<file path="src/rtl/alpha_recursion_ctrl.sv">
// Sequencer for the forward (alpha) recursion of the SISO decoder over one block of K steps.
// Latency: one step every 1+RD_LAT+L+1 cycles (L = row pipeline latency), one step in flight.
// Backpressure: none; waits on the eight row units and aborts on misalignment or timeout.
module alpha_recursion_ctrl #(
   parameter int DWIDTH   = 16,
   parameter int ROW_SIZE = 3072,
   parameter int ADDR_W   = $clog2(ROW_SIZE),
   parameter int RD_LAT   = 1,
   parameter int TIMEOUT  = 15
) (
   input  logic              aclk,
   input  logic              aresetn,
   input  logic              i_start,
   input  logic [ADDR_W:0]   i_len,
   output logic              o_busy,
   output logic              o_done,
   output logic              o_err,
   output logic              o_init_en,
   output logic              o_rd_en,
   output logic [ADDR_W-1:0] o_rd_addr,
   output logic              o_calc_valid,
   output logic [ADDR_W-1:0] o_calc_addr,
   input  logic [7:0]        i_row_valid,
   input  logic [ADDR_W-1:0] i_row_addr,
   output logic              o_norm_en,
   output logic              o_wr_en,
   output logic [ADDR_W-1:0] o_wr_addr
);

   // The DLY counter is two bits wide, so the read latency is bounded to 1..4.
   if (RD_LAT < 1 || RD_LAT > 4 || DWIDTH < 2 || TIMEOUT < 1) begin : g_bad_param
      $error("alpha_recursion_ctrl: parameter out of range");
   end

   localparam int WCNT_W = $clog2(TIMEOUT + 1);
   localparam logic [ADDR_W:0]   LEN_MIN  = (ADDR_W+1)'(2);
   localparam logic [ADDR_W:0]   LEN_MAX  = (ADDR_W+1)'(ROW_SIZE);
   localparam logic [ADDR_W:0]   K_ONE    = (ADDR_W+1)'(1);
   localparam logic [1:0]        DLY_LAST = 2'(RD_LAT - 1);
   localparam logic [WCNT_W-1:0] WAIT_MAX = WCNT_W'(TIMEOUT - 1);

   typedef enum logic [2:0] {IDLE, INIT, READ, DLY, WAIT, DONE} state_t;

   state_t              state, state_nxt;
   logic [ADDR_W:0]     k, k_nxt;
   logic [ADDR_W:0]     len_q, len_nxt;
   logic [1:0]          dly_cnt, dly_nxt;
   logic [WCNT_W-1:0]   wait_cnt, wait_nxt;
   logic                len_ok, row_hit;

   logic                busy_d, done_d, err_d, init_d, rd_d, calc_d, wr_d;
   logic [ADDR_W-1:0]   rd_addr_d, calc_addr_d, wr_addr_d;

   assign len_ok  = (i_len >= LEN_MIN) && (i_len <= LEN_MAX);
   assign row_hit = ({1'b0, i_row_addr} == k);

   // Next-state decode; every output is computed here and registered below.
   always_comb begin
      state_nxt   = state;
      k_nxt       = k;
      len_nxt     = len_q;
      dly_nxt     = dly_cnt;
      wait_nxt    = wait_cnt;
      done_d      = 1'b0;
      err_d       = o_err;
      init_d      = 1'b0;
      rd_d        = 1'b0;
      rd_addr_d   = '0;
      calc_d      = 1'b0;
      calc_addr_d = '0;
      wr_d        = 1'b0;
      wr_addr_d   = '0;
      case (state)
         IDLE: begin
            if (i_start) begin
               if (len_ok) begin
                  len_nxt   = i_len;
                  k_nxt     = K_ONE;
                  err_d     = 1'b0;
                  state_nxt = INIT;
               end else begin
                  err_d  = 1'b1;
                  done_d = 1'b1;
               end
            end
         end
         INIT: begin
            init_d    = 1'b1;
            state_nxt = READ;
         end
         READ: begin
            rd_d      = 1'b1;
            rd_addr_d = ADDR_W'(k - K_ONE);
            dly_nxt   = '0;
            state_nxt = DLY;
         end
         DLY: begin
            if (dly_cnt == DLY_LAST) begin
               calc_d      = 1'b1;
               calc_addr_d = k[ADDR_W-1:0];
               wait_nxt    = '0;
               state_nxt   = WAIT;
            end else begin
               dly_nxt = dly_cnt + 2'd1;
            end
         end
         WAIT: begin
            // Row results are checked before the timeout so a late but
            // valid result on the final cycle is still committed.
            if (i_row_valid == 8'hFF) begin
               if (row_hit) begin
                  wr_d      = 1'b1;
                  wr_addr_d = k[ADDR_W-1:0];
                  k_nxt     = k + K_ONE;
                  state_nxt = ((k + K_ONE) == len_q) ? DONE : READ;
               end else begin
                  err_d     = 1'b1;
                  state_nxt = DONE;
               end
            end else if (i_row_valid != 8'h00) begin
               err_d     = 1'b1;
               state_nxt = DONE;
            end else if (wait_cnt == WAIT_MAX) begin
               err_d     = 1'b1;
               state_nxt = DONE;
            end else begin
               wait_nxt = wait_cnt + WCNT_W'(1);
            end
         end
         DONE: begin
            done_d    = 1'b1;
            state_nxt = IDLE;
         end
         default: state_nxt = IDLE;
      endcase
      // Busy drops together with the done pulse, one cycle after DONE is entered.
      busy_d = (state_nxt != IDLE);
   end

   // State, step counter and block length.
   always_ff @(posedge aclk or negedge aresetn) begin
      if (!aresetn) begin
         state    <= IDLE;
         k        <= '0;
         len_q    <= '0;
         dly_cnt  <= '0;
         wait_cnt <= '0;
      end else begin
         state    <= state_nxt;
         k        <= k_nxt;
         len_q    <= len_nxt;
         dly_cnt  <= dly_nxt;
         wait_cnt <= wait_nxt;
      end
   end

   // Registered outputs; strobes never share a cycle with a stale address.
   always_ff @(posedge aclk or negedge aresetn) begin
      if (!aresetn) begin
         o_busy       <= 1'b0;
         o_done       <= 1'b0;
         o_err        <= 1'b0;
         o_init_en    <= 1'b0;
         o_rd_en      <= 1'b0;
         o_rd_addr    <= '0;
         o_calc_valid <= 1'b0;
         o_calc_addr  <= '0;
         o_norm_en    <= 1'b0;
         o_wr_en      <= 1'b0;
         o_wr_addr    <= '0;
      end else begin
         o_busy       <= busy_d;
         o_done       <= done_d;
         o_err        <= err_d;
         o_init_en    <= init_d;
         o_rd_en      <= rd_d;
         o_rd_addr    <= rd_addr_d;
         o_calc_valid <= calc_d;
         o_calc_addr  <= calc_addr_d;
         o_norm_en    <= wr_d;
         o_wr_en      <= wr_d;
         o_wr_addr    <= wr_addr_d;
      end
   end

endmodule

</file>
<file path="config.mk">
export PLATFORM = sky130hd
export DESIGN_NAME = alpha_recursion_ctrl
export DESIGN_NICKNAME = d
export VERILOG_FILES = /design/src/rtl/alpha_recursion_ctrl.sv
export SDC_FILE = /design/constraint.sdc
export NUM_CORES = 1
export LEC_CHECK = 0
export CAP_MARGIN = 15
export CELL_PAD_IN_SITES_DETAIL_PLACEMENT = 0
export CELL_PAD_IN_SITES_GLOBAL_PLACEMENT = 1
export CORE_ASPECT_RATIO = 0.6
export CORE_UTILIZATION = 28
export CTS_BUF_LIST = sky130_fd_sc_hd__clkbuf_8
export DETAILED_ROUTE_END_ITERATION = 10
export PLACE_DENSITY = 0.58
export SLEW_MARGIN = 10
export SYNTH_ARGS = -nofsm -noshare
export SYNTH_HDL_FRONTEND = slang
export SYNTH_SLANG_ARGS = --single-unit
</file>
<file path="constraint.sdc">
create_clock -name aclk -period 5.5 [get_ports aclk]
set_input_delay 0.55 -clock aclk [delete_from_list [all_inputs] [get_ports aclk]]
set_output_delay 0.55 -clock aclk [all_outputs]
set_load 0.005 [all_outputs]
</file>
==> results of run 1 <==
## logic make-up after synthesis
group	after synthesis	synth area share, %
buf+inv	36	3.83
flops	78	51.1
mux	12	3.54
fa+ha+maj	5	1.64
xor+xnor	40	9.17
simple gates	149	20.1
compound gates	63	10.6
## cell type report
cell class	count	area, um2	area share (%)
repair buffers	79	788	16.0
clock buffers	11	151	3.08
inverters	9	33.8	0.687
multi-input cells	269	1720	35.0
flip-flops and latches	78	1950	39.7
well taps	170	213	4.33
clock inverters	5	57.6	1.17
## metal layers
metal	part of all wire, %	global-route usage [%]	up-vias
met3	6.2	4.82	11
met1	54	23.3	1424
met4	0.86	3.87	0
li1	-	-	1443
met2	39	21.2	95
met5	0	0	-
## flip-flops by register name, indices dropped and copies added, names as in the netlist, 2 cells and up
register     count
k               13
len_q           13
o_calc_addr     12
o_rd_addr       12
o_wr_addr       12
wait_cnt         4
state            3
dly_cnt          2
## path summary, 6_finish.rpt
check,endpoint,slack [ns]
setup / recovery,k[5],2.44
hold / removal,k[11],0.34
setup reg to reg,o_err,2.60
hold reg to reg,len_q[12],0.51
max in group asynchronous,len_q[6],4.52
min in group aclk,len_q[12],0.51
## cells in the final DEF, fill, tap and decap left out, types with 2 or more instances in the layout
| cell | n |
|---|---|
| nor2_1 | 38 |
| clkdlybuf4s50_1 | 78 |
| nand2_1 | 25 |
| and2_1 | 20 |
| nand2b_1 | 2 |
| nor3b_1 | 3 |
| a22o_1 | 5 |
| xnor2_1 | 19 |
| nand4_1 | 5 |
| ha_1 | 5 |
| o31ai_1 | 5 |
| and3_1 | 5 |
| o211ai_1 | 2 |
| mux2_2 | 12 |
| dfrtp_1 | 78 |
| inv_1 | 9 |
| nor3_1 | 13 |
| a21oi_1 | 10 |
| or4_1 | 5 |
| o22ai_1 | 3 |
| xor2_1 | 21 |
| a31oi_1 | 3 |
| o21a_1 | 2 |
| clkinvlp_4 | 3 |
| clkbuf_8 | 11 |
| nor2b_1 | 3 |
| o21ai_0 | 24 |
| nand3_1 | 11 |
| nor4_1 | 7 |
| or3_1 | 3 |
| or2_2 | 4 |
## per-stage QoR
| step | hold slack (ns) | utilization (%) | total power, W | area (um2) | setup WS, ns |
|---|---|---|---|---|---|
| global route | 0.437 | 37.7 | 0.00181 | 4920 | 2.30 |
| finish | 0.340 | 37.7 | 0.00170 | 4920 | 2.44 |
| detailed placement | 0.492 | 36.1 | 0.00126 | 4710 | 2.08 |
| CTS | 0.390 | 37.7 | 0.00172 | 4920 | 2.45 |
| global placement | 0.492 | 36.1 | 0.00126 | 4710 | 2.07 |
| floorplan | 0.254 | - | 0.00106 | 3820 | 2.94 |
## power by group through the flow
stage	sequential, W	clock, W	combinational (W)
after floorplan	0.000725	0	0.000339
after global placement	0.000794	0	0.000462
after detailed placement	0.000797	0	0.000465
after CTS	0.000787	0.000463	0.000468
after global routing	0.000801	0.000489	0.000516
final	0.000786	0.000449	0.000463
==> results.sh, run 1 <==
export IMPL_fmax_mhz=327
export IMPL_synthesis_nets=424
export IMPL_critPathSlowestCell="a2111o_1"
export IMPL_cp_end_kind="register"
export IMPL_clk_pin_slew_ns=0.08
export IMPL_power_switching_w=0.000569
export IMPL_cts_num_sinks=78
export IMPL_setup_tns_ns=0
export IMPL_finalNetCount=487
export IMPL_nFillCells=1309
export IMPL_synth_seq_area_share_pct=51.1
export IMPL_reg2regPathDepth=7
export IMPL_layout_cells_non_filler=621
export IMPL_areaGrowthSynthToFinish_pct=28.7
export IMPL_antenna_found_initial=0
export IMPL_synthTopCellsByArea="dfrtp_1 (51%), xor2_1 (4.8%), xnor2_1 (4.4%)"
export IMPL_placementRows=32
export IMPL_finalSetupViolCount=0
export IMPL_grt_max_degree=79
export IMPL_crit_start="i_len[1]"
export IMPL_netlist_top_cell_by_area="dfrtp_1"
export IMPL_drive_gt1_share_pct=7.76
export IMPL_timing_critical_path_mode_cell="or4_1"
export IMPL_cts_setup_buffers=0
export IMPL_power_density_mw_per_mm2=345
export IMPL_htreeDepth=3
export IMPL_ant_nets=0
export IMPL_synth_warnings=0
export IMPL_timing_final_max_slew_violations=0
export IMPL_routed_wl_um=10300
export IMPL_ys_ff_latch=78
export IMPL_clock_skew_final_ns=0.00674
export IMPL_worst_pin_slew_ns=0.978
export IMPL_syn_avg_cell_area_um2=9.97
export IMPL_failed_checks="design-rule violations"
export IMPL_syn_inst=383
export IMPL_p_leak_nw=2.07
export IMPL_ir_drop_v=0.000160
export IMPL_status="complete, but fails checks"
export IMPL_dpl_hpwl_um=7530
export IMPL_final_hold_viol_count=0
export IMPL_synthFlopType="dfrtp_1"
export IMPL_r2r_start="k[8]"
export IMPL_diodes=0
export IMPL_fin_crit_ns=3.06
export IMPL_rsz0062_at_grt="false"
export IMPL_maxCapViolations=0
export IMPL_grt_pass1_wl_um=16600
export IMPL_die_area_mm2=0.0141
export IMPL_dr_total_vias=2973
export IMPL_clk_path_buf_depth=2
export IMPL_synthArstFlopShare_pct=100
export IMPL_detail_route_wl_per_cell_um=16.6
export IMPL_grt_pass1_vias=2966
export IMPL_vias_per_cell=4.79
export IMPL_synth_edf_count=0
export IMPL_synthMostInstantiatedCell="dfrtp_1"
export IMPL_placed_cells=605
export IMPL_ctsHoldBuffers=0
export IMPL_critPathKind="input pin to register"
export IMPL_drt_iter0_drc=131
export IMPL_worstPathRequired_ns=5.78
export IMPL_synth_top_area_share_pct=51.1
export IMPL_p_clk_share_pct=26.4
export IMPL_cts_buffers_inserted=9
export IMPL_cts_tree="done"
export IMPL_crit_buf_inv=1
export IMPL_first_pass_iters=9
export IMPL_ioPinCount=80
export IMPL_hold_class="input pin to asynchronous set/reset pin"
export IMPL_cts_resized=0
export IMPL_die_y_um=92.5
export IMPL_synth_commonest_cells="dfrtp_1 (78), nor2_1 (38), clkbuf_1 (25), nand2_1 (25), o21ai_0 (24)"
export IMPL_port_buffer_count=79
export IMPL_die_x_um=153
export IMPL_p_comb_share_pct=27.3
export IMPL_netlist_area_mm2=0.00382
export IMPL_grt_overflow=0
export IMPL_cp_arrival_ns=3.34
export IMPL_p_int_w=0.00113
export IMPL_relSlewSlack_pct=34.8
export IMPL_clock_latency_ns=0.36
export IMPL_root_buffer="clkbuf_8"
export IMPL_synth_cell_types=45
export IMPL_p_sw_share_pct=33.5
export IMPL_path_depth=7
export IMPL_core_area_mm2=0.0131
export IMPL_path_delay_family="compound AO/OA/AOI/OAI gates"
export IMPL_place_gp_congestion=0.798
export IMPL_start_util_pct=29.3
export IMPL_crit_path_max_fanout=16
export IMPL_max_stage_delay_ns=0.66
export IMPL_critPathLaunchType="input pin"
export IMPL_cp_cell_sequence="clkdlybuf4s50_1 > or4_1 > o311a_1 > a2111o_1 > o21a_4 > or4_1 > o21ai_0"
export IMPL_grtUsageTotal_pct=15.5
export IMPL_p_seq_share_pct=46.3
export IMPL_drc_errors=7
export IMPL_fin_crit_sh_pct=55.6
Power figures use the tool's default switching activity.
==> run 2: changes to the inputs <==
==> constraint.sdc (replaced) <==
create_clock -name aclk -period 3.1 [get_ports aclk]
set_input_delay 0.31 -clock aclk [delete_from_list [all_inputs] [get_ports aclk]]
set_output_delay 0.31 -clock aclk [all_outputs]
set_load 0.005 [all_outputs]
==> run 2 against run 1 <==
Against the previous run:
- the flow still finishes with violations (design-rule violations)
- sequential power grew 72%
- cell count up 2.4%
- register-to-register slack got worse by 2.1 ns
- combinational power rose by 94%
- wire length up 1.4%
- global-route usage is 0.087 points higher
- clock power grew 100%
- non-clock buffer count increased by 15
- worst setup slack worse by 2.0 ns
- critical path depth did not move
- worst hold slack worse by 0.22 ns
- critical path type is now register to register
- highest routed layer unchanged
==> results.sh, run 2 (synthesized netlist as in run 1, its figures left out) <==
export IMPL_ioPinCount=80
export IMPL_power_density_mw_per_mm2=625
export IMPL_cts_num_sinks=78
export IMPL_ir_drop_v=0.000295
export IMPL_ant_nets=0
export IMPL_ctsHoldBuffers=0
export IMPL_status="complete, but fails checks"
export IMPL_routed_wl_um=10500
export IMPL_cts_buffers_inserted=9
export IMPL_first_pass_iters=8
export IMPL_htreeDepth=3
export IMPL_place_gp_congestion=0.851
export IMPL_rsz0062_at_grt="false"
export IMPL_grt_overflow=0
export IMPL_cp_end_kind="register"
export IMPL_grt_max_degree=79
export IMPL_final_cell_mix="dfrtp_1 (78), clkdlybuf4s50_1 (78), nor2_1 (38)"
export IMPL_fmax_mhz=378
export IMPL_timing_final_ws_setup_ns=0.456
export IMPL_drt_iter0_drc=137
export IMPL_p_leak_nw=2.17
export IMPL_cts_resized=0
export IMPL_dr_total_vias=2996
export IMPL_nFillCells=1334
export IMPL_clock_latency_ns=0.35
export IMPL_clk_path_buf_depth=2
export IMPL_grt_pass1_vias=2973
export IMPL_die_area_mm2=0.0141
export IMPL_worst_pin_slew_ns=0.965
export IMPL_critPathLaunchType="register"
export IMPL_hold_class="input pin to asynchronous set/reset pin"
export IMPL_final_hold_viol_count=0
export IMPL_cts_setup_buffers=0
export IMPL_setup_tns_ns=0
export IMPL_critPathKind="register to register"
export IMPL_cts_tree="done"
export IMPL_failed_checks="design-rule violations"
export IMPL_fin_crit_sh_pct=85.3
export IMPL_grtUsageTotal_pct=15.6
export IMPL_timing_final_max_slew_violations=0
export IMPL_areaGrowthSynthToFinish_pct=32.6
export IMPL_worstPathRequired_ns=3.35
export IMPL_place_ws_ns=0.175
export IMPL_finalNetCount=502
export IMPL_cp_arrival_ns=2.89
export IMPL_diodes=0
export IMPL_die_y_um=92.5
export IMPL_port_buffer_count=79
export IMPL_relSlewSlack_pct=35.7
export IMPL_root_buffer="clkbuf_8"
export IMPL_drc_errors=9
export IMPL_largestRegisters="k: 13 flops, len_q: 13 flops"
export IMPL_finalSetupViolCount=0
export IMPL_antenna_found_initial=0
export IMPL_clk_pin_slew_ns=0.08
export IMPL_vias_per_cell=4.71
export IMPL_crit_path_max_fanout=9
export IMPL_grt_pass1_wl_um=16700
export IMPL_clock_skew_final_ns=0.00553
export IMPL_start_util_pct=29.3
export IMPL_dpl_hpwl_um=7880
export IMPL_fin_crit_ns=2.64
export IMPL_core_area_mm2=0.0131
export IMPL_maxCapViolations=0
export IMPL_detail_route_wl_per_cell_um=16.4
export IMPL_placementRows=32
export IMPL_drive_gt1_share_pct=10.7
export IMPL_die_x_um=153
run 2: cell types whose count changed in the layout (fill, tap and decap cells not counted):
cell | previous run | this run
clkinvlp_4 | 3 | 0
bufinv_16 | 1 | 3
inv_6 | 0 | 1
buf_4 | 1 | 16
clkinv_4 | 0 | 2
clkbuf_8 | 11 | 9
run 2: worst paths after layout:
kind,startpoint,slack (ns),cells after the start,endpoint
worst max-delay path,k[0],0.46,7,state[1]
worst min-delay path,aresetn,0.12,1,o_calc_addr[2]
worst max register to register,k[0],0.46,7,state[1]
worst min register to register,o_err,0.52,1,o_err
max in group asynchronous,aresetn,2.38,1,state[2]
min in group aclk,o_err,0.52,1,o_err
run 2: routing by layer:
metal,part of all wire [%],vias to the layer above,track usage (%)
met1,54,1439,23.7
met3,5.2,2,4.07
met2,41,81,21.6
met4,0.18,0,3.79
met5,0,-,0
li1,-,1474,-
run 2: cell type report:
cell class	count	area [um2]	area share, %
repair buffers	94	901	17.8
well taps	170	213	4.20
clock buffers	9	124	2.45
clock inverters	7	121	2.40
flip-flops and latches	78	1950	38.5
multi-input cells	269	1720	34.0
inverters	9	33.8	0.667
run 2: metrics by stage:
step | hold slack, ns | total power [W] | area [um2] | instances | utilization, %
finish | 0.122 | 0.00316 | 5070 | 636 | 38.8
detailed placement | 0.487 | 0.00227 | 4820 | 620 | 36.9
global placement | 0.493 | 0.00226 | 4820 | 620 | 36.9
global route | 0.205 | 0.00336 | 5070 | 636 | 38.8
floorplan | 0.0144 | 0.00189 | 3820 | 383 | -
CTS | 0.150 | 0.00322 | 5070 | 636 | 38.8
run 2: worst max-delay path: stages (launching register included):
cell       delay (ns)
dfrtp_1          0.58
ha_1             0.36
and3_1           0.26
and3_1           0.27
xnor2_1          0.09
a2111oi_0        0.48
nand4_1          0.22
a22o_1           0.28
run 2: where the power goes:
group / switching, W / internal (W) / leakage [nW]
registers: 0.000168 / 0.00118 / 1.04
logic: 0.000457 / 0.000440 / 1.00
clock network: 0.000382 / 0.000539 / 0.124
==> run 3: changes to the inputs <==
--- a/config.mk
+++ b/config.mk
@@ -5,14 +5,14 @@
 export SDC_FILE = /design/constraint.sdc
 export NUM_CORES = 1
 export LEC_CHECK = 0
-export CAP_MARGIN = 15
+export CAP_MARGIN = 20
 export CELL_PAD_IN_SITES_DETAIL_PLACEMENT = 0
 export CELL_PAD_IN_SITES_GLOBAL_PLACEMENT = 1
 export CORE_ASPECT_RATIO = 0.6
 export CORE_UTILIZATION = 28
 export CTS_BUF_LIST = sky130_fd_sc_hd__clkbuf_8
 export DETAILED_ROUTE_END_ITERATION = 10
-export PLACE_DENSITY = 0.58
+export PLACE_DENSITY_LB_ADDON = 0.1
 export SLEW_MARGIN = 10
 export SYNTH_ARGS = -nofsm -noshare
 export SYNTH_HDL_FRONTEND = slang
==> run 3 against run 2 <==
Against the previous run:
- first-iteration DRC count is 72% higher
- the run still ends with design-rule violations left
- worst hold slack better by 0.28 ns
- cell count is 0.47% higher
- non-clock buffer count is 3 higher
- critical endpoint is now state[2]
==> results.sh, run 3 (synthesized netlist as in run 1, its figures left out) <==
export IMPL_die_area_mm2=0.0141
export IMPL_power_density_mw_per_mm2=613
export IMPL_core_area_mm2=0.0131
export IMPL_r2r_end="state[2]"
export IMPL_reg2regPathDepth=7
export IMPL_ant_nets=0
export IMPL_drc_errors=3
export IMPL_dr_total_vias=3035
export IMPL_crit_buf_inv=0
export IMPL_timing_final_max_slew_violations=0
export IMPL_htreeDepth=3
export IMPL_cp_cell_sequence="ha_1 > and3_1 > and3_1 > xnor2_1 > a2111oi_0 > a41oi_1 > o22ai_1"
export IMPL_rsz0062_at_grt="false"
export IMPL_drive_gt1_share_pct=11.1
export IMPL_detail_route_wl_per_cell_um=16.5
export IMPL_die_y_um=92.5
export IMPL_path_delay_family="compound AO/OA/AOI/OAI gates"
export IMPL_first_pass_iters=11
export IMPL_r2r_start="k[0]"
export IMPL_grt_pass1_vias=3001
export IMPL_cp_end_kind="register"
export IMPL_cts_tree="done"
export IMPL_critPathLaunchType="register"
export IMPL_path_depth=7
export IMPL_port_buffer_count=79
export IMPL_placementRows=32
export IMPL_worst_pin_slew_ns=0.647
export IMPL_die_x_um=153
export IMPL_cts_buffers_inserted=9
export IMPL_setup_tns_ns=0
export IMPL_start_util_pct=29.3
export IMPL_grtUsageTotal_pct=16.3
export IMPL_fmax_mhz=370
export IMPL_ioPinCount=80
export IMPL_nFillCells=1319
export IMPL_place_gp_congestion=0.801
export IMPL_relSlewSlack_pct=56.5
export IMPL_hold_class="input pin to asynchronous set/reset pin"
export IMPL_grt_overflow=0
export IMPL_clock_latency_ns=0.36
export IMPL_fin_crit_ns=2.71
export IMPL_finalNetCount=505
export IMPL_final_cell_mix="dfrtp_1 (78), clkdlybuf4s50_1 (78), nor2_1 (38)"
export IMPL_root_buffer="clkbuf_8"
export IMPL_areaGrowthSynthToFinish_pct=33.7
export IMPL_vias_per_cell=4.75
export IMPL_timing_critical_path_mode_cell="and3_1"
export IMPL_critPathKind="register to register"
export IMPL_cp_endpoint="state[2]"
export IMPL_status="complete, but fails checks"
export IMPL_grt_max_degree=79
export IMPL_diodes=0
export IMPL_grt_pass1_wl_um=17000
export IMPL_dpl_hpwl_um=7600
export IMPL_cts_num_sinks=78
export IMPL_final_hold_viol_count=0
export IMPL_antenna_found_initial=0
export IMPL_p_leak_nw=2.19
export IMPL_drt_iter0_drc=236
export IMPL_largestRegisters="k: 13 flops, len_q: 13 flops"
export IMPL_crit_path_max_fanout=9
export IMPL_clock_skew_final_ns=0.00845
export IMPL_critPathSlowestCell="dfrtp_1"
export IMPL_ir_drop_v=0.000223
export IMPL_clk_path_buf_depth=2
export IMPL_fin_crit_sh_pct=87.3
export IMPL_maxCapViolations=0
export IMPL_clk_pin_slew_ns=0.08
export IMPL_worstPathRequired_ns=3.38
export IMPL_routed_wl_um=10500
export IMPL_fin_util_pct=39.1
export IMPL_max_stage_delay_ns=0.60
export IMPL_cp_arrival_ns=2.98
export IMPL_crit_start="k[0]"
export IMPL_finalSetupViolCount=0
export IMPL_r2r_setup_slack_ns=0.39
export IMPL_failed_checks="design-rule violations"
-- run 3: cell count changes in the layout (fill, tap and decap cells not counted) --
cell,before,now
clkinv_4,2,0
clkbuf_8,9,12
buf_4,16,17
nor4_1,7,6
dlygate4sd3_1,0,1
nor4_2,0,1
buf_16,0,1
bufinv_16,3,2
inv_1,9,10
inv_6,1,0
-- run 3: worst min-delay path by stage --
stage / to / slack (ns)
floorplan: dly_cnt[0] / 0.01
global placement: len_q[12] / 0.50
detailed placement: o_err / 0.50
CTS: o_wr_en / 0.14
global route: o_wr_en / 0.41
finish: o_wr_en / 0.40
-- run 3: layer usage --
| metal | vias to the layer above | wire length, um | global-route usage (%) | share of wire [%] |
|---|---|---|---|---|
| met5 | - | 0 | 0 | 0 |
| met4 | 0 | 80 | 5.47 | 0.76 |
| met3 | 5 | 589 | 4.68 | 5.6 |
| met2 | 100 | 4200 | 22.1 | 40 |
| met1 | 1446 | 5670 | 24.2 | 54 |
| li1 | 1484 | - | - | - |
-- run 3: what timing repair did --
item	in CTS	in global routing
gates resized for setup	0	1
setup buffers	0	0
hold buffers	0	1
endpoints found under the hold margin	0	24
endpoints found under the setup margin	0	7
-- run 3: metrics by stage --
step / setup slack [ns] / area, um2 / hold slack [ns] / instances / total power (W)
floorplan: 0.782 / 3820 / 0.0144 / 383 / 0.00189
global placement: -0.00529 / 4830 / 0.497 / 621 / 0.00226
detailed placement: -0.00537 / 4830 / 0.504 / 621 / 0.00227
CTS: 0.242 / 5060 / 0.140 / 637 / 0.00317
global route: 0.229 / 5110 / 0.410 / 639 / 0.00336
finish: 0.394 / 5110 / 0.398 / 639 / 0.00313
-- run 3: power breakdown --
part	internal (W)	switching (W)
clock	0.000515	0.000368
sequential	0.00118	0.000167
combinational	0.000443	0.000459
total	0.00214	0.000995
-- run 3: cell type report --
type | instances | area [um2] | share of cell area [%]
clock inverters | 4 | 68.8 | 1.35
inverters | 9 | 33.8 | 0.662
multi-input cells | 269 | 1730 | 33.8
repair buffers | 97 | 946 | 18.5
flip-flops and latches | 78 | 1950 | 38.2
clock buffers | 12 | 165 | 3.23
well taps | 170 | 213 | 4.17
